--- config.mk ---
export PLATFORM = sky130hd
export DESIGN_NAME = ccff_loader
export DESIGN_NICKNAME = d
export VERILOG_FILES = /design/src/rtl/ccff_loader.sv
export SDC_FILE = /design/constraint.sdc
export NUM_CORES = 1
export LEC_CHECK = 0
export ABC_AREA = 1
export CAP_MARGIN = 20
export CELL_PAD_IN_SITES_DETAIL_PLACEMENT = 1
export CELL_PAD_IN_SITES_GLOBAL_PLACEMENT = 2
export CORE_MARGIN = 10
export CORE_UTILIZATION = 27
export DETAILED_ROUTE_END_ITERATION = 7
export GPL_ROUTABILITY_DRIVEN = 1
export PLACE_DENSITY_LB_ADDON = 0.12
export SLEW_MARGIN = 20
export SYNTH_ARGS = -nofsm -noshare
export SYNTH_HDL_FRONTEND = slang
export SYNTH_SLANG_ARGS = --single-unit
--- constraint.sdc ---
create_clock -name prog_clk -period 1.6 [get_ports prog_clk]
set_clock_uncertainty 0.2 [all_clocks]
set_input_delay 0.32 -clock prog_clk [delete_from_list [all_inputs] [get_ports prog_clk]]
set_output_delay 0.32 -clock prog_clk [all_outputs]
set_load 0.01 [all_outputs]
--- src/rtl/ccff_loader.sv ---
`default_nettype none
// ============================================================================
// Module   : ccff_loader
// Purpose  : Configuration sequencer for the fabric's parallel configuration
//            chains. On start it pulses the fabric reset, streams exactly
//            CHAIN_LEN words (one bit per chain) into the chains, then checks
//            that the first word has reached the chain tails.
// Ports    : prog_clk, pReset (async, active high)
//            start                       - begin a configuration (IDLE/DONE/ERROR)
//            s_valid/s_ready/s_data      - bitstream word stream
//            ccff_tail                   - chain outputs from the fabric
//            ccff_head, shift_en         - registered chain data + shift enable
//            config_enable, fab_reset    - fabric mode / reset controls
//            busy, done, error           - status
// Revision : 1.0 - initial release
// ============================================================================
module ccff_loader #(
  parameter int NUM_CHAINS = 12,
  parameter int CHAIN_LEN  = 4096,
  parameter int RST_CYCLES = 4,
  parameter int TIMEOUT    = 255
) (
  input  logic                  prog_clk,
  input  logic                  pReset,
  input  logic                  start,
  input  logic                  s_valid,
  input  logic [NUM_CHAINS-1:0] s_data,
  output logic                  s_ready,
  input  logic [NUM_CHAINS-1:0] ccff_tail,
  output logic [NUM_CHAINS-1:0] ccff_head,
  output logic                  shift_en,
  output logic                  config_enable,
  output logic                  fab_reset,
  output logic                  busy,
  output logic                  done,
  output logic                  error
);

  localparam int WCW       = $clog2(CHAIN_LEN + 1);
  localparam int PHASE_MAX = (RST_CYCLES > 2) ? RST_CYCLES : 2;
  localparam int PW        = $clog2(PHASE_MAX);
  localparam int TW        = (TIMEOUT > 0) ? $clog2(TIMEOUT + 1) : 1;

  typedef enum logic [2:0] {
    S_IDLE  = 3'd0,
    S_RST   = 3'd1,
    S_SHIFT = 3'd2,
    S_CHECK = 3'd3,
    S_DONE  = 3'd4,
    S_ERROR = 3'd5
  } state_t;

  state_t                  state_q, state_d;
  logic [WCW-1:0]          wcnt_q, wcnt_d;     // accepted words
  logic [PW-1:0]           phase_q, phase_d;   // cycle counter for RST and CHECK
  logic [TW-1:0]           idle_q, idle_d;     // consecutive idle SHIFT cycles
  logic [NUM_CHAINS-1:0]   word1_q, word1_d;   // first word, expected at the tails
  logic [NUM_CHAINS-1:0]   head_q, head_d;
  logic                    shift_en_q, shift_en_d;
  logic                    accept;

  // Status and control outputs are pure decodes of the state register.
  assign s_ready       = (state_q == S_SHIFT) && (wcnt_q < WCW'(CHAIN_LEN));
  assign fab_reset     = (state_q == S_RST);
  assign config_enable = (state_q == S_RST) || (state_q == S_SHIFT) || (state_q == S_CHECK);
  assign busy          = config_enable;
  assign done          = (state_q == S_DONE);
  assign error         = (state_q == S_ERROR);
  assign ccff_head     = head_q;
  assign shift_en      = shift_en_q;
  assign accept        = s_valid && s_ready;

  always_comb begin
    state_d    = state_q;
    wcnt_d     = wcnt_q;
    phase_d    = phase_q;
    idle_d     = idle_q;
    word1_d    = word1_q;
    head_d     = head_q;
    shift_en_d = 1'b0;

    case (state_q)
      S_IDLE, S_DONE, S_ERROR: begin
        if (start) begin
          state_d = S_RST;
          wcnt_d  = '0;
          phase_d = '0;
          idle_d  = '0;
        end
      end

      S_RST: begin
        if (phase_q == PW'(RST_CYCLES - 1)) begin
          state_d = S_SHIFT;
          phase_d = '0;
        end else begin
          phase_d = phase_q + 1'b1;
        end
      end

      S_SHIFT: begin
        if (accept) begin
          head_d     = s_data;
          shift_en_d = 1'b1;
          wcnt_d     = wcnt_q + 1'b1;
          idle_d     = '0;
          if (wcnt_q == '0) begin
            word1_d = s_data;
          end
          // Last word: the fabric still shifts it on the next edge, so
          // CHECK spends one cycle waiting before it samples the tails.
          if (wcnt_q == WCW'(CHAIN_LEN - 1)) begin
            state_d = S_CHECK;
            phase_d = '0;
          end
        end else if (TIMEOUT != 0) begin
          if (idle_q == TW'(TIMEOUT - 1)) begin
            state_d = S_ERROR;
          end else begin
            idle_d = idle_q + 1'b1;
          end
        end
      end

      S_CHECK: begin
        if (phase_q == '0) begin
          phase_d = PW'(1);
        end else begin
          state_d = (ccff_tail == word1_q) ? S_DONE : S_ERROR;
          phase_d = '0;
        end
      end

      default: begin
        state_d = S_IDLE;
      end
    endcase
  end

  always_ff @(posedge prog_clk or posedge pReset) begin
    if (pReset) begin
      state_q    <= S_IDLE;
      wcnt_q     <= '0;
      phase_q    <= '0;
      idle_q     <= '0;
      word1_q    <= '0;
      head_q     <= '0;
      shift_en_q <= 1'b0;
    end else begin
      state_q    <= state_d;
      wcnt_q     <= wcnt_d;
      phase_q    <= phase_d;
      idle_q     <= idle_d;
      word1_q    <= word1_d;
      head_q     <= head_d;
      shift_en_q <= shift_en_d;
    end
  end

endmodule
`default_nettype wire

==> impl_metrics.env <==
export IMPL_status="finished, violations left"
export IMPL_violations="setup timing"
export IMPL_power_leakage_nw=2.28
export IMPL_maxSlewHeadroom_pct=78.9
export IMPL_antenna_found_initial=0
export IMPL_nNetsFinal=549
export IMPL_drtPass1Iterations=4
export IMPL_whs_ps=224
export IMPL_cts_hold_buf=0
export IMPL_required_ps=1650
export IMPL_setup_slack_ps=-220
export IMPL_total_power_mw=6.69
export IMPL_yosysTopAreaCell="dfrtp_1"
export IMPL_grt_pass1_vias=3111
export IMPL_die_x_microns=123
export IMPL_met1_usage_pct=16.2
export IMPL_min_period_ps=1820
export IMPL_fillCellCount=1260
export IMPL_fin_crit_sh_pct=114
export IMPL_gr_usage_met2_pct=22.9
export IMPL_synth_area_leaders="dfrtp_1, nand2_1, inv_1"
export IMPL_yosys_warnings=0
export IMPL_ys_async_sr_fraction_pct=100
export IMPL_yosysSeqAreaShare_pct=44.6
export IMPL_via_per_inst=4.42
export IMPL_cts_sinks=51
export IMPL_arrival_ps=1870
export IMPL_routedWlPerCell_microns=14.8
export IMPL_peakVddDrop_v=0.000473
export IMPL_endpoint_kind="register"
export IMPL_antenna_cells=0
export IMPL_synthesis_area_sq_mm=0.00286
export IMPL_hold_viol_final=0
export IMPL_startpoint_type="register"
export IMPL_worst_pin_slew_ps=313
export IMPL_grt_pass1_wl_microns=15800
export IMPL_yosysMostFrequentCell="nand2_1"
export IMPL_powerDensity_mw_per_mm2=1440
export IMPL_drv_slew=0
export IMPL_drcViolationCount=0
export IMPL_ys_top_cells_by_count="nand2_1, dfrtp_1, inv_1"
export IMPL_ys_flop_type="dfrtp_1"
export IMPL_drive_above_1_share_pct=36.6
export IMPL_syn_inst=387
export IMPL_ios=47
export IMPL_row_count=37
export IMPL_synth_top_cell_area_share_pct=44.6
export IMPL_gr_total_overflow=0
export IMPL_start_util_pct=27.7
export IMPL_dp_hpwl_microns=6640
export IMPL_die_area_sq_mm=0.0151
export IMPL_pre_cts_ws_ps=-373
export IMPL_grt_setup_unrepaired="true"
export IMPL_cts_buffers=5
export IMPL_root_buffer="clkbuf_8"
export IMPL_grt_max_degree=52
export IMPL_min_path_type="in -> async"
export IMPL_synth_fp_nets=421
export IMPL_drv_cap=0
export IMPL_areaGrowthSynthToFinish_pct=62.2
export IMPL_die_height_microns=123
export IMPL_post_route_util_pct=45.0
export IMPL_grt_busiest_layer="met2"
export IMPL_postRouteWirelength_microns=9630
export IMPL_place_gp_congestion=0.756
export IMPL_htree_levels=2
export IMPL_crit_type="reg -> reg"
export IMPL_grtUsageMet3_pct=2.42
export IMPL_synth_seq_cells=51
export IMPL_setup_tns_ps=-6540
export IMPL_cts_tree="done"
export IMPL_detail_route_antenna_nets=0
export IMPL_num_vias=2881
export IMPL_io_buffers=46
export IMPL_drtIter0Drc=79
export IMPL_synth_cell_type_count=33
export IMPL_cts_buffer_depth=2
export IMPL_fmax_mhz=549
export IMPL_clock_latency_ps=310
export IMPL_core_sq_mm=0.0103
export IMPL_track_usage_pct=13.1
export IMPL_setup_viol=57
export IMPL_synth_edf_count=0
export IMPL_clkTransAtPathRegs_ps=100
export IMPL_postSynthAreaPerCell_sq_um=7.39
export IMPL_cp_max_fo=6
layer usage:
layer	vias to the layer above	wire, microns
met2	35	5020
met4	0	80
met5	-	0
met3	5	418
met1	1381	4110
li1	1460	-
cells in the final DEF, fill, tap and decap left out, types with 5 or more instances in the layout:
master | netlist | final
nor2_1 | 27 | 16
nand2_1 | 159 | 134
inv_1 | 50 | 41
dfrtp_1 | 51 | 49
clkdlybuf4s50_1 | 0 | 27
clkbuf_8 | 0 | 5
nor3_2 | 1 | 5
nand3_1 | 17 | 10
nor2_4 | 1 | 10
buf_6 | 1 | 16
inv_2 | 3 | 9
o21ai_1 | 1 | 7
nand3_4 | 1 | 6
dlygate4sd2_1 | 0 | 13
buf_4 | 4 | 58
nand4_1 | 5 | 5
nand2_2 | 3 | 23
o21ai_2 | 0 | 7
nand3_2 | 4 | 6
nand2_4 | 2 | 6
final timing paths:
path	from	endpoint	slack [ps]	cells after the start
hold / removal	pReset	word1_q[9]	220	3
setup / recovery	state_q[2]	wcnt_q[9]	-220	10
min in group prog_clk	ccff_head[8]	ccff_head[8]	280	2
setup reg to reg	state_q[2]	wcnt_q[9]	-220	10
max in group asynchronous	pReset	state_q[1]	720	3
hold reg to reg	ccff_head[8]	ccff_head[8]	280	2
area by class of cell:
class                   count  area, sq um  share of cell area [%]
repair buffers            125         1160                    25.0
inverters                  53          215                    4.64
flip-flops and latches     51         1280                    27.6
repair inverters            1         6.26                   0.135
clock buffers               6         72.6                    1.56
multi-input cells         278         1730                    37.2
clock inverters             2         12.5                   0.270
well taps                 136          170                    3.67
timing repair:
| action | 4_1_cts | 5_1_grt |
|---|---|---|
| setup endpoints to repair | 64 | 57 |
| buffers inserted | 8 | 13 |
| pin swaps | 17 | 18 |
| cloned | 5 | 0 |
| resized for setup | 121 | 50 |
registers in the layout (all words and copies together) (netlist names):
register / cells
word1_q: 12
idle_q: 8
wcnt_q: 13
phase_q: 2
ccff_head: 12
state_q: 3
shift_en: 1
where the power goes:
group | internal, mW | switching [mW]
logic | 1.93 | 2.06
clock network | 0.307 | 0.449
registers | 1.65 | 0.297
total | 3.88 | 2.81
critical path: stages (launching register included):
cell      delay (ps)
dfrtp_1          400
inv_2            120
nand2_4           70
buf_6            140
nand2_4           70
nand3_4          120
nor2_8           240
clkinv_4         130
o21ai_2          130
nand2_1           60
nor2_1            80
cells by family after synthesis:
family | Yosys count | share of synthesized area [%]
buffers and inverters | 60 | 8.70
adders and majority gates | 6 | 2.62
AOI/OAI and AO/OA | 27 | 5.29
DFF | 51 | 44.6
and+or+nand+nor | 237 | 36.9
xor gates and xnor gates | 6 | 1.84
through the flow:
step / cells / area [sq um]
3_5_place_dp: 618 / 3910
3_3_place_gp: 618 / 3910
5_1_grt: 652 / 4640
6_report: 652 / 4640
2_1_floorplan: 387 / 2890
4_1_cts: 639 / 4360
No activity file was read; power rests on OpenSTA's default activity.
